==> config.mk <==
export PLATFORM = sky130hd
export DESIGN_NAME = cdb_arbiter
export DESIGN_NICKNAME = d
export VERILOG_FILES = /design/src/rtl/cdb_arbiter_pkg.sv /design/src/rtl/cdb_fu_fifo.sv /design/src/rtl/cdb_arbiter.sv
export SDC_FILE = /design/constraint.sdc
export NUM_CORES = 1
export LEC_CHECK = 0
export BUFFER_PORTS_ARGS = -buffer_cell sky130_fd_sc_hd__buf_2
export CAP_MARGIN = 20
export CORE_UTILIZATION = 30
export CTS_CLUSTER_SIZE = 20
export DETAILED_ROUTE_END_ITERATION = 10
export GPL_TIMING_DRIVEN = 0
export PLACE_DENSITY = 0.52
export SYNTH_ARGS = -nofsm -noshare
export SYNTH_HDL_FRONTEND = slang
export SYNTH_SLANG_ARGS = --single-unit
==> constraint.sdc <==
create_clock -name clock -period 5.3 [get_ports clock]
set_input_delay 0.795 -clock clock [delete_from_list [all_inputs] [get_ports clock]]
set_output_delay 0.795 -clock clock [all_outputs]
set_load 0.01 [all_outputs]
==> src/rtl/cdb_arbiter_pkg.sv <==
// ============================================================================
// sys_defs : shared widths, defaults and bus types for the CDB arbiter slice
// Rev 1.0
// ============================================================================
`default_nettype none

package sys_defs;

  localparam int XLEN       = 32;
  localparam int TAG_SIZE   = 6;
  localparam int NUM_FU_MAX = 8;
  localparam int FU_ID_W    = $clog2(NUM_FU_MAX);

  localparam int NUM_FU_DEFAULT     = 5;
  localparam int NUM_CDB_DEFAULT    = 2;
  localparam int FIFO_DEPTH_DEFAULT = 2;

  typedef struct packed {
    logic                valid;
    logic                clear;
    logic [TAG_SIZE-1:0] tag;
    logic [XLEN-1:0]     value;
    logic                branch_taken;
    logic [FU_ID_W-1:0]  fu_id;
  } CDB_OUTPUT;

  typedef struct packed {
    logic [TAG_SIZE-1:0] tag;
    logic [XLEN-1:0]     value;
    logic                branch_taken;
  } CDB_ENTRY;

  // Index width that stays at least one bit for single-entry ranges.
  function automatic int idx_width(input int n);
    return (n > 1) ? $clog2(n) : 1;
  endfunction

endpackage

`default_nettype wire

==> src/rtl/cdb_fu_fifo.sv <==
// ============================================================================
// cdb_fu_fifo : per-FU result buffer, any depth >= 1, flushed by squash
// Rev 1.0
// ============================================================================
`default_nettype none

module cdb_fu_fifo
  import sys_defs::*;
#(
  parameter int DEPTH = FIFO_DEPTH_DEFAULT
) (
  input  logic     clock,
  input  logic     reset_n,
  input  logic     squash,
  input  logic     push_valid,
  input  CDB_ENTRY push_data,
  input  logic     pop,
  output logic     ready,
  output logic     not_empty,
  output CDB_ENTRY head
);

  localparam int PTR_W = idx_width(DEPTH);
  localparam int CNT_W = $clog2(DEPTH + 1);
  localparam logic [PTR_W-1:0] C_LAST  = PTR_W'(DEPTH - 1);
  localparam logic [CNT_W-1:0] C_DEPTH = CNT_W'(DEPTH);

  CDB_ENTRY         r_mem [DEPTH];
  logic [PTR_W-1:0] r_head;
  logic [PTR_W-1:0] r_tail;
  logic [CNT_W-1:0] r_count;
  logic             w_push;
  logic             w_pop;

  // Ready looks only at the stored count, never at this cycle's pop.
  assign ready     = (r_count < C_DEPTH);
  assign not_empty = (r_count != '0);
  assign w_push    = push_valid && ready && !squash;
  assign w_pop     = pop && not_empty && !squash;
  assign head      = r_mem[r_head];

  always_ff @(posedge clock or negedge reset_n) begin
    if (!reset_n) begin
      r_head  <= '0;
      r_tail  <= '0;
      r_count <= '0;
    end else if (squash) begin
      r_head  <= '0;
      r_tail  <= '0;
      r_count <= '0;
    end else begin
      if (w_push) begin
        r_tail <= (r_tail == C_LAST) ? '0 : r_tail + PTR_W'(1);
      end
      if (w_pop) begin
        r_head <= (r_head == C_LAST) ? '0 : r_head + PTR_W'(1);
      end
      if (w_push && !w_pop) begin
        r_count <= r_count + CNT_W'(1);
      end else if (w_pop && !w_push) begin
        r_count <= r_count - CNT_W'(1);
      end
    end
  end

  always_ff @(posedge clock) begin
    if (w_push) begin
      r_mem[r_tail] <= push_data;
    end
  end

endmodule

`default_nettype wire

==> src/rtl/cdb_arbiter.sv <==
// ============================================================================
// cdb_arbiter : buffers FU results and grants up to NUM_CDB broadcast lanes
// Rev 1.0
// ============================================================================
`default_nettype none

module cdb_arbiter
  import sys_defs::*;
#(
  parameter int NUM_FU     = NUM_FU_DEFAULT,
  parameter int NUM_CDB    = NUM_CDB_DEFAULT,
  parameter int FIFO_DEPTH = FIFO_DEPTH_DEFAULT,
  parameter int FIXED_PRIO = 0
) (
  input  logic                               clock,
  input  logic                               reset_n,
  input  logic                               squash,
  input  logic [NUM_FU-1:0]                  fu_valid,
  input  logic [NUM_FU-1:0][TAG_SIZE-1:0]    fu_tag,
  input  logic [NUM_FU-1:0][XLEN-1:0]        fu_value,
  input  logic [NUM_FU-1:0]                  fu_take_branch,
  output logic [NUM_FU-1:0]                  fu_ready,
  output CDB_OUTPUT [NUM_CDB-1:0]            cdb_out
);

  localparam int IDX_W  = idx_width(NUM_FU);
  localparam int LANE_W = idx_width(NUM_CDB);
  localparam logic [IDX_W:0]   C_NUM_FU  = (IDX_W + 1)'(NUM_FU);
  localparam logic [LANE_W:0]  C_NUM_CDB = (LANE_W + 1)'(NUM_CDB);
  localparam logic [IDX_W-1:0] C_LAST_FU = IDX_W'(NUM_FU - 1);

  CDB_ENTRY [NUM_FU-1:0] w_head;
  logic [NUM_FU-1:0]     w_not_empty;
  logic [NUM_FU-1:0]     w_grant;
  logic [IDX_W-1:0]      r_rr_ptr;
  logic [IDX_W-1:0]      w_start;
  logic [IDX_W-1:0]      w_last;
  logic                  w_any;
  logic [IDX_W:0]        w_sum;
  logic [IDX_W-1:0]      w_idx;
  logic [LANE_W:0]       w_lanes;

  for (genvar gi = 0; gi < NUM_FU; gi++) begin : g_fifo
    CDB_ENTRY w_push_data;

    assign w_push_data = '{tag:          fu_tag[gi],
                           value:        fu_value[gi],
                           branch_taken: fu_take_branch[gi]};

    cdb_fu_fifo #(
      .DEPTH (FIFO_DEPTH)
    ) u_fifo (
      .clock      (clock),
      .reset_n    (reset_n),
      .squash     (squash),
      .push_valid (fu_valid[gi]),
      .push_data  (w_push_data),
      .pop        (w_grant[gi]),
      .ready      (fu_ready[gi]),
      .not_empty  (w_not_empty[gi]),
      .head       (w_head[gi])
    );
  end

  assign w_start = (FIXED_PRIO != 0) ? '0 : r_rr_ptr;

  // Walk the FUs from w_start modulo NUM_FU, filling lanes in grant order.
  always_comb begin
    w_grant = '0;
    cdb_out = '0;
    w_last  = '0;
    w_any   = 1'b0;
    w_lanes = '0;
    w_sum   = '0;
    w_idx   = '0;
    if (!squash) begin
      for (int off = 0; off < NUM_FU; off++) begin
        w_sum = {1'b0, w_start} + (IDX_W + 1)'(off);
        if (w_sum >= C_NUM_FU) begin
          w_sum = w_sum - C_NUM_FU;
        end
        w_idx = w_sum[IDX_W-1:0];
        if (w_not_empty[w_idx] && (w_lanes < C_NUM_CDB)) begin
          w_grant[w_idx] = 1'b1;
          cdb_out[w_lanes[LANE_W-1:0]] = '{valid:        1'b1,
                                           clear:        1'b1,
                                           tag:          w_head[w_idx].tag,
                                           value:        w_head[w_idx].value,
                                           branch_taken: w_head[w_idx].branch_taken,
                                           fu_id:        FU_ID_W'(w_idx)};
          w_lanes = w_lanes + (LANE_W + 1)'(1);
          w_last  = w_idx;
          w_any   = 1'b1;
        end
      end
    end
  end

  always_ff @(posedge clock or negedge reset_n) begin
    if (!reset_n) begin
      r_rr_ptr <= '0;
    end else if (squash || (FIXED_PRIO != 0)) begin
      r_rr_ptr <= '0;
    end else if (w_any) begin
      r_rr_ptr <= (w_last == C_LAST_FU) ? '0 : w_last + IDX_W'(1);
    end
  end

endmodule

`default_nettype wire

==> summary.md <==
| Metric | Value |
|---|---|
| Non-filler cells, final | 4739 |
| CP Max Fanout | 10 |
| Failing checks | setup timing |
| Tmin final | 6.09 ns |
| CP max-delay cell | clkdlybuf4s15_1 |
| Die X | 308 um |
| Row cnt | 111 |
| Critical path arrival | around 5.3 ns |
| Yosys top cell by area | edfxtp_1 |
| Clock Path Buffers | 3 |
| Layout Utilization | 0.405 |
| Worst-margin pin slew | 1.32 ns |
| Outcome | complete, but fails checks |
| RSZ-0062 raised after global routing | true |
| CTS Root Cell | clkbuf_16 |
| Synth cell count leaders | 390 x edfxtp_1, 293 x o21ai_0, 262 x nand2_1 |
| Post-synthesis sequential area ratio | 0.438 |
| Routed length per instance | 37.6 um |
| GR Util All Layers | 0.366 |
| Final setup viols | 88 |
| Crit path max-delay family | buffers and inverters |
| Total core area | 92100 um^2 |
| H-Tree Level Count | 2 |
| # DRC | 0 |
| Synthesis-to-finish area growth | 33.0% |
| Vias in the first global route | 29.0k |
| Setup Skew | between 0.008 and 0.009 ns |
| Crit. End Element | output port |
| # clock sinks | between 400 and 500 |
| Dpl cell area | ~32000 um^2 |
| First-pass DRT Iterations | 7 |
| Yosys Warn Count | 0 |
| Final period util | 1.15 |
| Post-Syn Area | 28000 um^2 |
| Final slew viol count | 0 |
| CP Data Required Time | 4.51 ns |
| TritonCTS Buffers | 47 |
| PortBufs | 295 |
| Most frequently used flop master after synthesis | edfxtp_1 |
| Critical Path Max Stage Delay | 0.92 ns |
| Syn Area/Cell | 9.51 um^2 |
| Netlist cell types | 91 |
| Grt ovf | 0 |
| Share of flip-flops with an asynchronous set or reset | 0.0557 |
| Worst path bufs/invs | 5 |
| Area contributors post-synth | edfxtp_1 42%, mux2i_1 8.0%, o21ai_0 5.2% |
| Max Fclk | about 160 MHz |
| Synth Instances | 2949 |
| Starting density of the core | 0.305 |
| Yosys top cell area share | 0.418 |
| Crit start category | flop |
| DRT Wirelength | 178 mm |
| Worst min path class | input port to async pin |
| EDFF count, synth | 390 |
| First-pass GRT wire length | 239 mm |
| Clock slew at reported path FFs | 0.06 ns |
| Design Area, Final | 37300 um^2 |
| CP Class | flop to output port |
| DR iter-0 viols | 3968 |
| #FFs+latches synth | 413 |
| Final Hold Vio Count | 0 |
| Final #Nets | 3681 |
| GPL Wtd Cong | 1.07 |
| Post-DP HPWL | 135 mm |
| DIE AREA | 94700 um^2 |
| Largest net degree at the start of global routing | 31 |
| Slew margin rel. | 0.118 |
| I/O pin cnt | 296 |
| Vias per std cell | 6.43 |
| CTS tree | done |
| Vias | between 30k and 40k |
| Antenna Nets Post-Route | 0 |
| Initial antenna violation count | 9 |
| Crit-path most repeated cell | a21oi_1 |
| Final WS setup | -0.788 ns |
| Cell Chain, Critical Path | clkbuf_16 > clkinvlp_4 > ha_4 > ha_2 > a21oi_1 > mux2_2 > clkbuf_1 > clkdlybuf4s15_1 > a31oi_1 > o22ai_1 > a21oi_1 > a221oi_2 > buf_2 |
| Chip height | 308 um |
| Cells after DPL | 4548 |
| Share of cells above drive strength 1 | 0.293 |
| MaxCap Viol Count | 0 |
| Net Count, Synth | 3167 |
| Worst skew pair latency | ~0.63 ns |
| Count leader, synth | edfxtp_1 |
[area by class of cell]
class | instances | area (um^2)
clock buffer | 57 | 1210
buffer | 299 | 1920
clock inverter | 24 | 287
fill | 9172 | 54800
multi-input combinational | 2204 | 16300
antenna | 1 | 2.50
timing repair buffer | 476 | 3640
inverter | 22 | 105
sequential | 413 | 12300
tap | 1243 | 1560
[sequential cells by signal, summed over array words and instances, names as in the netlist]
| register | flops |
|---|---|
| r_rr_ptr | 3 |
| g_fifo.u_fifo.r_mem | 390 |
| g_fifo.u_fifo.r_count | 10 |
| g_fifo.u_fifo.r_tail | 5 |
| g_fifo.u_fifo.r_head | 5 |
[stage by stage]
step	hold slack, ns	worst slack (ns)	setup TNS, ns
global route	0.208	-0.817	-62.56
floorplan	0.499	-0.0764	-0.0764
CTS	0.170	-0.637	-47.55
finish	0.169	-0.788	-56.03
global placement	0.536	-3.73	-1094.46
detailed placement	0.549	-2.55	-213.66
[timing repair]
action                                 in CTS  in global routing
pin swaps                                  72                 50
setup endpoints to repair                 106                 90
hold buffers                                0                  0
cloned                                      4                  4
gates resized for setup                   431                155
endpoints found under the hold margin       0                  0
buffers inserted                           87                 17
[worst reg2reg max path: stages, from the launching register on]
cell and delay, ns:
dfrtp_2 0.39, clkbuf_16 0.14, clkinvlp_4 0.17, ha_4 0.36
buf_12 0.15, inv_4 0.08, a22oi_2 0.29, and3_4 0.23
a2111o_1 0.19, nand2_4 0.10, buf_12 0.15, buf_12 0.15
ha_4 0.20, buf_4 0.14, nor2b_4 0.11, nand2_2 0.13
a21oi_1 0.61, a211oi_1 0.19, a211oi_1 0.37, a211oi_1 0.12
ha_1 0.26, or4_1 0.46, o221ai_1 0.15
[cells by family (layout without fill, tap and decap cells)]
group,Yosys count,in the layout,share of synthesized area
other cells,0,1,0
fa+ha+maj,15,15,0.00696
mux,323,323,0.120
simple gates,688,688,0.108
compound gates,1167,1167,0.275
flops,413,413,0.438
xor+xnor,11,11,0.00343
buf+inv,332,878,0.0483
[final timing paths]
path,from,endpoint,slack [ns],cells after the start
setup / recovery,r_rr_ptr[1]$_DFFE_PN0P_,cdb_out[33],-0.79,13
max in group asynchronous,reset_n,r_rr_ptr[1]$_DFFE_PN0P_,4.70,1
hold / removal,reset_n,g_fifo[1].u_fifo.r_head$_DFFE_PN0P_,0.17,1
setup reg to reg,r_rr_ptr[1]$_DFFE_PN0P_,r_rr_ptr[2]$_DFFE_PN0P_,0.06,22
hold reg to reg,g_fifo[0].u_fifo.r_count[1]$_DFFE_PN0P_,g_fifo[0].u_fifo.r_count[1]$_DFFE_PN0P_,0.56,2
min in group clock,fu_tag[4],g_fifo[0].u_fifo.r_mem[1][37]$_DFFE_PP_,0.35,1
[routing by layer]
layer	track usage	share of wire	up-vias
met5	0	0.00020	-
met4	0.235	0.077	6
met3	0.122	0.12	586
met2	0.533	0.41	2268
met1	0.460	0.39	15000
li1	-	-	12600
[cells in the final DEF, fill, tap and decap left out, types with 21 or more instances in the layout]
cell       count
o22ai_1       66
nor2_1       191
o32ai_4       25
buf_12        29
o211ai_1      92
mux2i_1      219
mux2_2        97
clkbuf_1     156
dfrtp_1       21
o221ai_1      38
buf_8         26
o21ai_0      284
clkbuf_2      54
a21oi_1      210
edfxtp_1     390
o22ai_4       23
nand2_1      254
buf_2        275
buf_6         86
nand4_1       21
clkbuf_16     55
buf_4        111
a31oi_1       44
nor3_1        68
nand3_1       46
a211oi_1     122
Power is not shown: default switching activity piles up to over one toggle a cycle in this logic, so the estimate is an artifact.
